==> src/rtl/vn_bus_controller.sv <==
// ---------------------------------------------------------------------------
// vn_bus_controller
//
// Single-port memory bus controller for a von Neumann datapath. Instruction
// fetches and data loads/stores share one memory port; this block arbitrates
// between them, holds the request stable until the memory reports ready,
// returns fetched/loaded words as one-cycle pulses, and supervises the bus
// with a wait-state timeout that parks the machine in HALTED.
//
// Ports
//   clock       in   system clock, all state on rising edge
//   reset       in   asynchronous active-low reset
//   fetch_req   in   datapath requests instruction fetch at pc_addr
//   pc_addr     in   instruction address
//   data_req    in   datapath requests load/store
//   data_we     in   1 = store, 0 = load
//   data_addr   in   data address
//   data_wdata  in   store data
//   halt_in     in   halt request from control unit
//   resume      in   leave HALTED
//   mem_req     out  memory request, held until mem_ready sampled high
//   mem_we      out  memory write strobe (stores only)
//   mem_addr    out  memory address
//   mem_wdata   out  memory write data (zero unless storing)
//   mem_rdata   in   memory read data
//   mem_ready   in   memory access complete
//   instr       out  last fetched instruction
//   instr_valid out  one-cycle pulse, instr updated
//   load_data   out  last loaded word
//   load_valid  out  one-cycle pulse, load_data updated
//   store_done  out  one-cycle pulse, store complete
//   busy        out  access in flight (FETCH or DATA)
//   halted      out  controller is in HALTED
//   bus_error   out  sticky timeout flag, cleared by resume
//   fetch_count out  completed fetches, wraps
// ---------------------------------------------------------------------------
module vn_bus_controller #(
    parameter int ADDR_W  = 8,
    parameter int DATA_W  = 16,
    parameter int CNT_W   = 16,
    parameter int TIMEOUT = 15
) (
    input  logic              clock,
    input  logic              reset,
    input  logic              fetch_req,
    input  logic [ADDR_W-1:0] pc_addr,
    input  logic              data_req,
    input  logic              data_we,
    input  logic [ADDR_W-1:0] data_addr,
    input  logic [DATA_W-1:0] data_wdata,
    input  logic              halt_in,
    input  logic              resume,
    output logic              mem_req,
    output logic              mem_we,
    output logic [ADDR_W-1:0] mem_addr,
    output logic [DATA_W-1:0] mem_wdata,
    input  logic [DATA_W-1:0] mem_rdata,
    input  logic              mem_ready,
    output logic [DATA_W-1:0] instr,
    output logic              instr_valid,
    output logic [DATA_W-1:0] load_data,
    output logic              load_valid,
    output logic              store_done,
    output logic              busy,
    output logic              halted,
    output logic              bus_error,
    output logic [CNT_W-1:0]  fetch_count
);

    // Wait counter only needs to reach TIMEOUT-1; keep at least one bit so
    // the declaration stays legal when the timeout is disabled or tiny.
    localparam int WAIT_W = (TIMEOUT < 2) ? 1 : $clog2(TIMEOUT + 1);
    localparam logic [WAIT_W-1:0] WAIT_LAST = WAIT_W'((TIMEOUT > 0) ? TIMEOUT - 1 : 0);

    typedef enum logic [1:0] {
        S_IDLE   = 2'd0,
        S_FETCH  = 2'd1,
        S_DATA   = 2'd2,
        S_HALTED = 2'd3
    } state_t;

    state_t            state;
    logic              halt_pend;
    logic [WAIT_W-1:0] wait_cnt;

    always_ff @(posedge clock or negedge reset) begin
        if (!reset) begin
            state       <= S_IDLE;
            halt_pend   <= 1'b0;
            wait_cnt    <= '0;
            mem_req     <= 1'b0;
            mem_we      <= 1'b0;
            mem_addr    <= '0;
            mem_wdata   <= '0;
            instr       <= '0;
            instr_valid <= 1'b0;
            load_data   <= '0;
            load_valid  <= 1'b0;
            store_done  <= 1'b0;
            busy        <= 1'b0;
            halted      <= 1'b0;
            bus_error   <= 1'b0;
            fetch_count <= '0;
        end else begin
            // Completion strobes are single-cycle by default.
            instr_valid <= 1'b0;
            load_valid  <= 1'b0;
            store_done  <= 1'b0;

            case (state)
                S_IDLE: begin
                    // Halt beats data, data beats fetch: a pending load/store
                    // must land before the next instruction is fetched.
                    if (halt_in) begin
                        state  <= S_HALTED;
                        halted <= 1'b1;
                    end else if (data_req) begin
                        state     <= S_DATA;
                        busy      <= 1'b1;
                        mem_req   <= 1'b1;
                        mem_we    <= data_we;
                        mem_addr  <= data_addr;
                        mem_wdata <= data_we ? data_wdata : '0;
                        wait_cnt  <= '0;
                    end else if (fetch_req) begin
                        state     <= S_FETCH;
                        busy      <= 1'b1;
                        mem_req   <= 1'b1;
                        mem_we    <= 1'b0;
                        mem_addr  <= pc_addr;
                        mem_wdata <= '0;
                        wait_cnt  <= '0;
                    end
                end

                S_FETCH, S_DATA: begin
                    if (mem_ready) begin
                        // Access completes on this edge; drop the bus.
                        mem_req   <= 1'b0;
                        mem_we    <= 1'b0;
                        mem_addr  <= '0;
                        mem_wdata <= '0;
                        busy      <= 1'b0;
                        wait_cnt  <= '0;
                        halt_pend <= 1'b0;

                        if (state == S_FETCH) begin
                            instr       <= mem_rdata;
                            instr_valid <= 1'b1;
                            fetch_count <= fetch_count + 1'b1;
                        end else if (mem_we) begin
                            store_done <= 1'b1;
                        end else begin
                            load_data  <= mem_rdata;
                            load_valid <= 1'b1;
                        end

                        // A halt raised on the completing edge itself is
                        // honoured as if it had been latched earlier.
                        if (halt_pend || halt_in) begin
                            state  <= S_HALTED;
                            halted <= 1'b1;
                        end else begin
                            state <= S_IDLE;
                        end
                    end else if ((TIMEOUT != 0) && (wait_cnt == WAIT_LAST)) begin
                        // TIMEOUT consecutive not-ready cycles: abandon the
                        // access without any completion pulse.
                        mem_req   <= 1'b0;
                        mem_we    <= 1'b0;
                        mem_addr  <= '0;
                        mem_wdata <= '0;
                        busy      <= 1'b0;
                        wait_cnt  <= '0;
                        halt_pend <= 1'b0;
                        bus_error <= 1'b1;
                        state     <= S_HALTED;
                        halted    <= 1'b1;
                    end else begin
                        if (TIMEOUT != 0)
                            wait_cnt <= wait_cnt + 1'b1;
                        if (halt_in)
                            halt_pend <= 1'b1;
                    end
                end

                S_HALTED: begin
                    // halt_in wins over resume so a held halt keeps us parked.
                    if (resume && !halt_in) begin
                        state     <= S_IDLE;
                        halted    <= 1'b0;
                        bus_error <= 1'b0;
                    end
                end

                default: begin
                    state <= S_IDLE;
                end
            endcase
        end
    end

endmodule

==> config.mk <==
export PLATFORM = sky130hd
export DESIGN_NAME = vn_bus_controller
export DESIGN_NICKNAME = d
export VERILOG_FILES = /design/src/rtl/vn_bus_controller.sv
export SDC_FILE = /design/constraint.sdc
export NUM_CORES = 1
export LEC_CHECK = 0
export CORE_ASPECT_RATIO = 0.6
export CORE_MARGIN = 5
export CORE_UTILIZATION = 35
export CTS_CLUSTER_SIZE = 28
export DETAILED_ROUTE_END_ITERATION = 8
export PLACE_DENSITY = 0.65
export RECOVER_POWER = 100
export SYNTH_ARGS = -nofsm -noshare
export SYNTH_HDL_FRONTEND = slang
export SYNTH_SLANG_ARGS = --single-unit
==> constraint.sdc <==
create_clock -name clock -period 2.35 [get_ports clock]
set_clock_uncertainty 0.1 [all_clocks]
set_input_delay 0.47 -clock clock [delete_from_list [all_inputs] [get_ports clock]]
set_output_delay 0.47 -clock clock [all_outputs]
set_load 0.02 [all_outputs]
==> results.yml, run 1 <==
run_status:
  status: "finished clean"
clock_tree:
  htree_levels: 3
  cts_sinks: 86
  numCtsBuffers: 9
  cts_tree: "yes"
  post-cts-setup-buffers: 0
  path_clk_slew_ns: 0.06
  clockRootBuffer: "clkbuf_16"
  cts.path.max_buffers: 2
  insertion_delay_ns: 0.33
finish:
  num-fill-cells: 938
  antenna_cells: 0
  layout-drive-gt1-share: 0.1342
  multiInputGateArea_mm2: 0.001451
  ff_latch_area_mm2: 0.002152
  fin_util: 0.5365
  synthToLayoutAreaGrowth_pct: 50.72
  nets: 519
yosys:
  syn_area_mm2: 0.003732
  ys_warn_count: 0
  synth_edf_count: 0
  yosysSeqAreaShare: 0.5766
  synthFlopType: "dfrtp_1"
  ys_seq_elements: 86
  synth_top_area_frac: 0.5766
  synth.area.top_cells: "dfrtp_1, mux2_2, o21ai_1"
  synth_cell_types: 47
  yosysTopAreaCell: "dfrtp_1"
  syn_inst: 308
  async_flop_share: 1.000
  synth_nets: 370
  avgSynthCellArea_um2: 12.12
sta:
  worst_slew_pin_slew_ns: 0.8299
  rsz0062_at_grt: "no"
  period_needed_ns: 2.111
  max_freq_ghz: 0.4736
  drv_slew: 0
  relSlewSlack: 0.4467
  setup_viol: 0
  hold_viol_final: 0
  fin_crit_sh: 0.8984
  setup_tns_ns: 0
power:
  finalPower_uw: 7730
  pwr-share-seq: 0.311
  switching_power_uw: 2936
  power_leakage_uw: 0.002602
  clockPowerShare: 0.196
  power_frac_comb: 0.494
  swShare: 0.3799
  power_density_mw_per_mm2: 1374
  p_int_uw: 4794
  peakVddDrop_uv: 647.5
worst_setup_path:
  endpoint_kind: "register"
  r2r_slack_ns: 0.24
  critPathSlowestCell: "dfrtp_1"
  cp.required_ns: 2.50
  critPathArrivalTime_ns: 2.26
  cp_max_fo: 13
  r2r-start: "state[0]$_DFFE_PN0P_"
  crit_type: "reg2reg"
  r2r_cells: 7
  crit_chain: "inv_1 > ha_1 > nor2b_4 > and2_0 > or2_1 > clkbuf_2 > o21ai_0"
  cpPeakStageDelay_ns: 0.40
  cp-start-kind: "register"
  reg2reg_to: "mem_wdata[10]$_DFFE_PN0P_"
floorplan:
  core_area_mm2: 0.01049
  start_util: 0.3559
  die_w_um: 143.3
  dieArea_mm2: 0.01290
  ios: 136
  chipHeight_um: 89.99
  row_count: 29
routing:
  vias: 2877
  wirelength_mm: 9.497
  drtAntennaViolNets: 0
  wl_per_cell_um: 15.80
  via_per_inst: 4.787
  drt_iter0_markers: 103
  drc: 0
  dr.pass1.iters: 4
min_path:
  worstHoldStart: "mem_addr[3]$_DFFE_PN0P_"
  hp-class: "reg2reg"
  holdPathEnd: "mem_addr[3]$_DFFE_PN0P_"
  whs_path_depth: 1
placed_design:
  io_buffers: 135
  dp_hpwl_mm: 7.244
  place.gp.congestion: 0.7605
global_routing:
  antenna_found_initial: 0
  grt_pass1_vias: 2930
  overflow: 0
  grt_start_max_net_pins: 33
  grt_pass1_wl_mm: 15.49
  grt_usage: 0.1513
flow_run:
  drv_cap: 0
-- flip-flops by register name, summed over array words and instances (netlist names), 2 cells and up --
signal,count
state,2
instr,16
fetch_count,16
wait_cnt,4
mem_addr,8
load_data,16
mem_wdata,16
-- cell usage in the layout, fill, tap and decap left out, types with 3 or more instances in the layout --
master           instances
clkbuf_1                 4
nand4_1                  4
inv_1                    3
dlygate4sd3_1           82
a21oi_1                  4
mux2_2                  26
ha_1                     6
nand2b_1                 3
mux2i_1                  8
clkdlybuf4s50_1         53
dfrtp_1                 86
and3_1                   3
nor3_1                  10
buf_12                   3
clkbuf_2                 3
a21o_1                  10
o21ai_0                 21
nand2_1                 31
clkbuf_16                9
xor2_1                   4
o21ai_1                 15
buf_4                   10
xnor2_1                 11
mux2_1                  10
nor2_1                   6
nand3_1                  6
-- area by class of cell --
class / instances / area share
clock buffers: 12 / 0.04382
inverters: 4 / 0.002669
flip-flops and latches: 86 / 0.3826
well taps: 139 / 0.03092
clock inverters: 4 / 0.01246
multi-input cells: 202 / 0.2580
repair buffers: 154 / 0.2696
-- critical path: cells and delay by family, from the launching register on --
| kind | cells | cell delay, ns |
|---|---|---|
| adders and majority gates | 1 | 0.31 |
| and+or+nand+nor | 3 | 0.69 |
| DFF | 1 | 0.40 |
| buffers and inverters | 2 | 0.31 |
| AOI/OAI and AO/OA | 1 | 0.21 |
-- repair_timing --
item,4_1_cts,5_1_grt
hold buffers,1,0
endpoints found under the hold margin,24,0
resized for setup,0,0
setup endpoints to repair,0,0
-- through the flow --
stage / instance area [um2] / instances / worst slack, ns / hold slack, ns
finish: 5625 / 601 / 0.2387 / 0.3709
global route: 5625 / 601 / 0.1182 / 0.3946
CTS: 5668 / 601 / 0.3295 / 0.3791
detailed placement: 5341 / 584 / 0.08426 / 0.3486
global placement: 5341 / 584 / 0.1004 / 0.3416
floorplan: 3732 / 308 / 0.3494 / 0.07441
-- cell families (layout without fill, tap and decap cells) --
logic type,count (synthesis),after routing,synth area share
DFF,86,86,0.5766
adders and majority gates,6,6,0.02011
buffers and inverters,20,174,0.03050
xor gates and xnor gates,15,15,0.03520
and+or+nand+nor,78,78,0.1106
muxes,45,45,0.1348
AOI/OAI and AO/OA,58,58,0.09219
-- synth_stat cells (all sizes together), types with 6 or more instances --
cell	instances
dfrtp	86
mux2	36
o21ai	36
nand2	31
buf	14
nor3	11
xnor2	11
a21o	10
mux2i	9
nor2	7
ha	6
nand3	6
-- routing by layer --
layer	up-vias	global-route usage	wire length, um
li1	1381	-	-
met1	1406	0.2187	4546
met2	83	0.2117	4124
met3	7	0.05832	737
met4	0	0.04075	88
met5	-	0	0
-- power by group through the flow --
| stage | registers (uW) | clock network (uW) | logic (uW) |
|---|---|---|---|
| floorplan | 3080 | 0 | 1630 |
| global placement | 2430 | 0 | 4080 |
| detailed placement | 2460 | 0 | 4140 |
| CTS | 2440 | 1550 | 4160 |
| global route | 2490 | 1620 | 4110 |
| finish | 2400 | 1510 | 3820 |
-- worst max-delay path by stage --
stage               slack [ns]  cells after the start                  from                         to
floorplan                 0.35                      8  state[0]$_DFFE_PN0P_         mem_we$_DFFE_PN0P_
global placement          0.10                      6             mem_ready       state[1]$_DFFE_PN0P_
detailed placement        0.08                      6             mem_ready       state[1]$_DFFE_PN0P_
CTS                       0.33                      1    mem_we$_DFFE_PN0P_                     mem_we
global route              0.12                      8  state[0]$_DFFE_PN0P_  mem_wdata[11]$_DFFE_PN0P_
finish                    0.24                      7  state[0]$_DFFE_PN0P_  mem_wdata[10]$_DFFE_PN0P_
(Power assumes the default switching activity.)
==> run 2: changes to the inputs <==
--- a/config.mk
+++ b/config.mk
@@ -12,6 +12,7 @@
 export DETAILED_ROUTE_END_ITERATION = 8
 export PLACE_DENSITY = 0.65
 export RECOVER_POWER = 100
+export SKIP_CTS_REPAIR_TIMING = 1
 export SYNTH_ARGS = -nofsm -noshare
 export SYNTH_HDL_FRONTEND = slang
 export SYNTH_SLANG_ARGS = --single-unit
==> results.yml, run 2 (synthesized netlist as in run 1, its figures left out) <==
worst_setup_path:
  r2r-start: "state[0]$_DFFE_PN0P_"
  path_delay_family: "simple AND/OR/NAND/NOR gates"
  endpoint_kind: "register"
  crit_buf_inv: 2
  crit_type: "reg2reg"
  critPathSlowestCell: "dfrtp_1"
  cp-start-kind: "register"
  cp.required_ns: 2.50
  cpPeakStageDelay_ns: 0.40
  critPathArrivalTime_ns: 2.26
  cp-startpoint: "state[0]$_DFFE_PN0P_"
  cp_max_fo: 13
  crit_chain: "inv_1 > ha_1 > nor2b_4 > and2_0 > or2_1 > clkbuf_2 > o21ai_0"
global_routing:
  overflow: 0
  grt_pass1_wl_mm: 15.48
  grt_pass1_vias: 2929
  antenna_found_initial: 0
  grt_start_max_net_pins: 33
  grt_usage: 0.1513
finish:
  antenna_cells: 0
  layout-drive-gt1-share: 0.1345
  fin_util: 0.5350
  final_area_mm2: 0.005610
  layout.cells.non_filler: 600
  nets: 518
  synthToLayoutAreaGrowth_pct: 50.32
  mostFrequentLayoutCell: "dfrtp_1"
  final_cell_mix: "dfrtp_1, dlygate4sd3_1, clkdlybuf4s50_1, nand2_1, mux2_2"
flow_run:
  drv_cap: 0
placed_design:
  placed_cell_area_mm2: 0.005341
  io_buffers: 135
  dp.cells: 584
  place.gp.congestion: 0.7605
  dp_hpwl_mm: 7.244
sta:
  period_needed_ns: 2.111
  drv_slew: 0
  worst_slew_pin_slew_ns: 0.8172
  max_freq_ghz: 0.4736
  setup_viol: 0
  setup_tns_ns: 0
  fin_crit_sh: 0.8985
  hold_viol_final: 0
  relSlewSlack: 0.4552
  rsz0062_at_grt: "no"
routing:
  drc: 0
  wl_per_cell_um: 15.80
  dr.pass1.iters: 5
  via_per_inst: 4.777
  drt_iter0_markers: 88
  vias: 2866
  drtAntennaViolNets: 0
  wirelength_mm: 9.477
power:
  peakVddDrop_uv: 647.2
  power_leakage_uw: 0.002596
  finalPower_uw: 7728
  power_density_mw_per_mm2: 1378
run_status:
  status: "finished clean"
floorplan:
  chipHeight_um: 89.99
  dieArea_mm2: 0.01290
  core_area_mm2: 0.01049
  ios: 136
  row_count: 29
  start_util: 0.3559
  die_w_um: 143.3
clock_tree:
  cts.path.max_buffers: 2
  numCtsBuffers: 9
  path_clk_slew_ns: 0.06
  htree_levels: 3
  cts_sinks: 86
  clockRootBuffer: "clkbuf_16"
  insertion_delay_ns: 0.33
  cts_tree: "yes"
min_path:
  hp-class: "in2async"
[run 2: changes by cell type in the layout (fill, tap and decap cells not counted)]
cell           previous run  this run
clkbuf_2                  3         5
buf_4                    10         9
clkbuf_4                  1         0
dlygate4sd3_1            82        81
[run 2: layout make-up]
cell class                 count  area, um2
clock buffer                  12      246.5
clock inverter                 4      70.07
fill                         939       4876
inverter                       4      15.01
multi-input combinational    202       1451
sequential                    86       2152
tap                          139      173.9
timing repair buffer         153       1501
[run 2: metal layers]
layer | track usage | vias up | share of wire
li1 | - | 1379 | -
met1 | 0.2163 | 1402 | 0.48
met2 | 0.2133 | 78 | 0.44
met3 | 0.05938 | 7 | 0.077
met4 | 0.04154 | 0 | 0.0093
met5 | 0 | - | 0
[run 2: final timing paths]
kind / end / slack [ns] / depth (start not counted)
min in group clock: mem_addr[3]$_DFFE_PN0P_ / 0.37 / 1
max in group asynchronous: load_data[9]$_DFFE_PN0P_ / 0.79 / 2
min reg2reg: mem_addr[3]$_DFFE_PN0P_ / 0.37 / 1
max reg2reg: mem_wdata[10]$_DFFE_PN0P_ / 0.24 / 7
min: mem_addr[3]$_DFFE_PN0P_ / 0.11 / 1
max: mem_wdata[10]$_DFFE_PN0P_ / 0.24 / 7
[run 2: power breakdown]
group,internal [uW],switching [uW],total [uW]
Sequential,2080,324,2400
Combinational,1760,2050,3810
Clock,957,560,1520
Total,4790,2940,7730
[run 2: metrics by stage]
step                hold WS [ns]  setup slack, ns
global route              0.1935           0.1182
global placement          0.3416           0.1004
finish                    0.1108           0.2386
detailed placement        0.3486          0.08426
floorplan                0.07441           0.3494
CTS                     -0.01248           0.3295
[run 2: worst register-to-register path: cells and delay by family (launching register included)]
family / cells / cell delay [ns]
DFF: 1 / 0.40
adders and majority gates: 1 / 0.31
AOI/OAI and AO/OA: 1 / 0.22
buffers and inverters: 2 / 0.31
and+or+nand+nor: 3 / 0.69
==> run 3: changes to the inputs <==
--- a/config.mk
+++ b/config.mk
@@ -10,9 +10,11 @@
 export CORE_UTILIZATION = 35
 export CTS_CLUSTER_SIZE = 28
 export DETAILED_ROUTE_END_ITERATION = 8
+export GPL_TIMING_DRIVEN = 1
 export PLACE_DENSITY = 0.65
 export RECOVER_POWER = 100
 export SKIP_CTS_REPAIR_TIMING = 1
+export SLEW_MARGIN = 20
 export SYNTH_ARGS = -nofsm -noshare
 export SYNTH_HDL_FRONTEND = slang
 export SYNTH_SLANG_ARGS = --single-unit
==> results of run 3 <==
The final DEF is identical to that of run 2; final timing and power are the same.
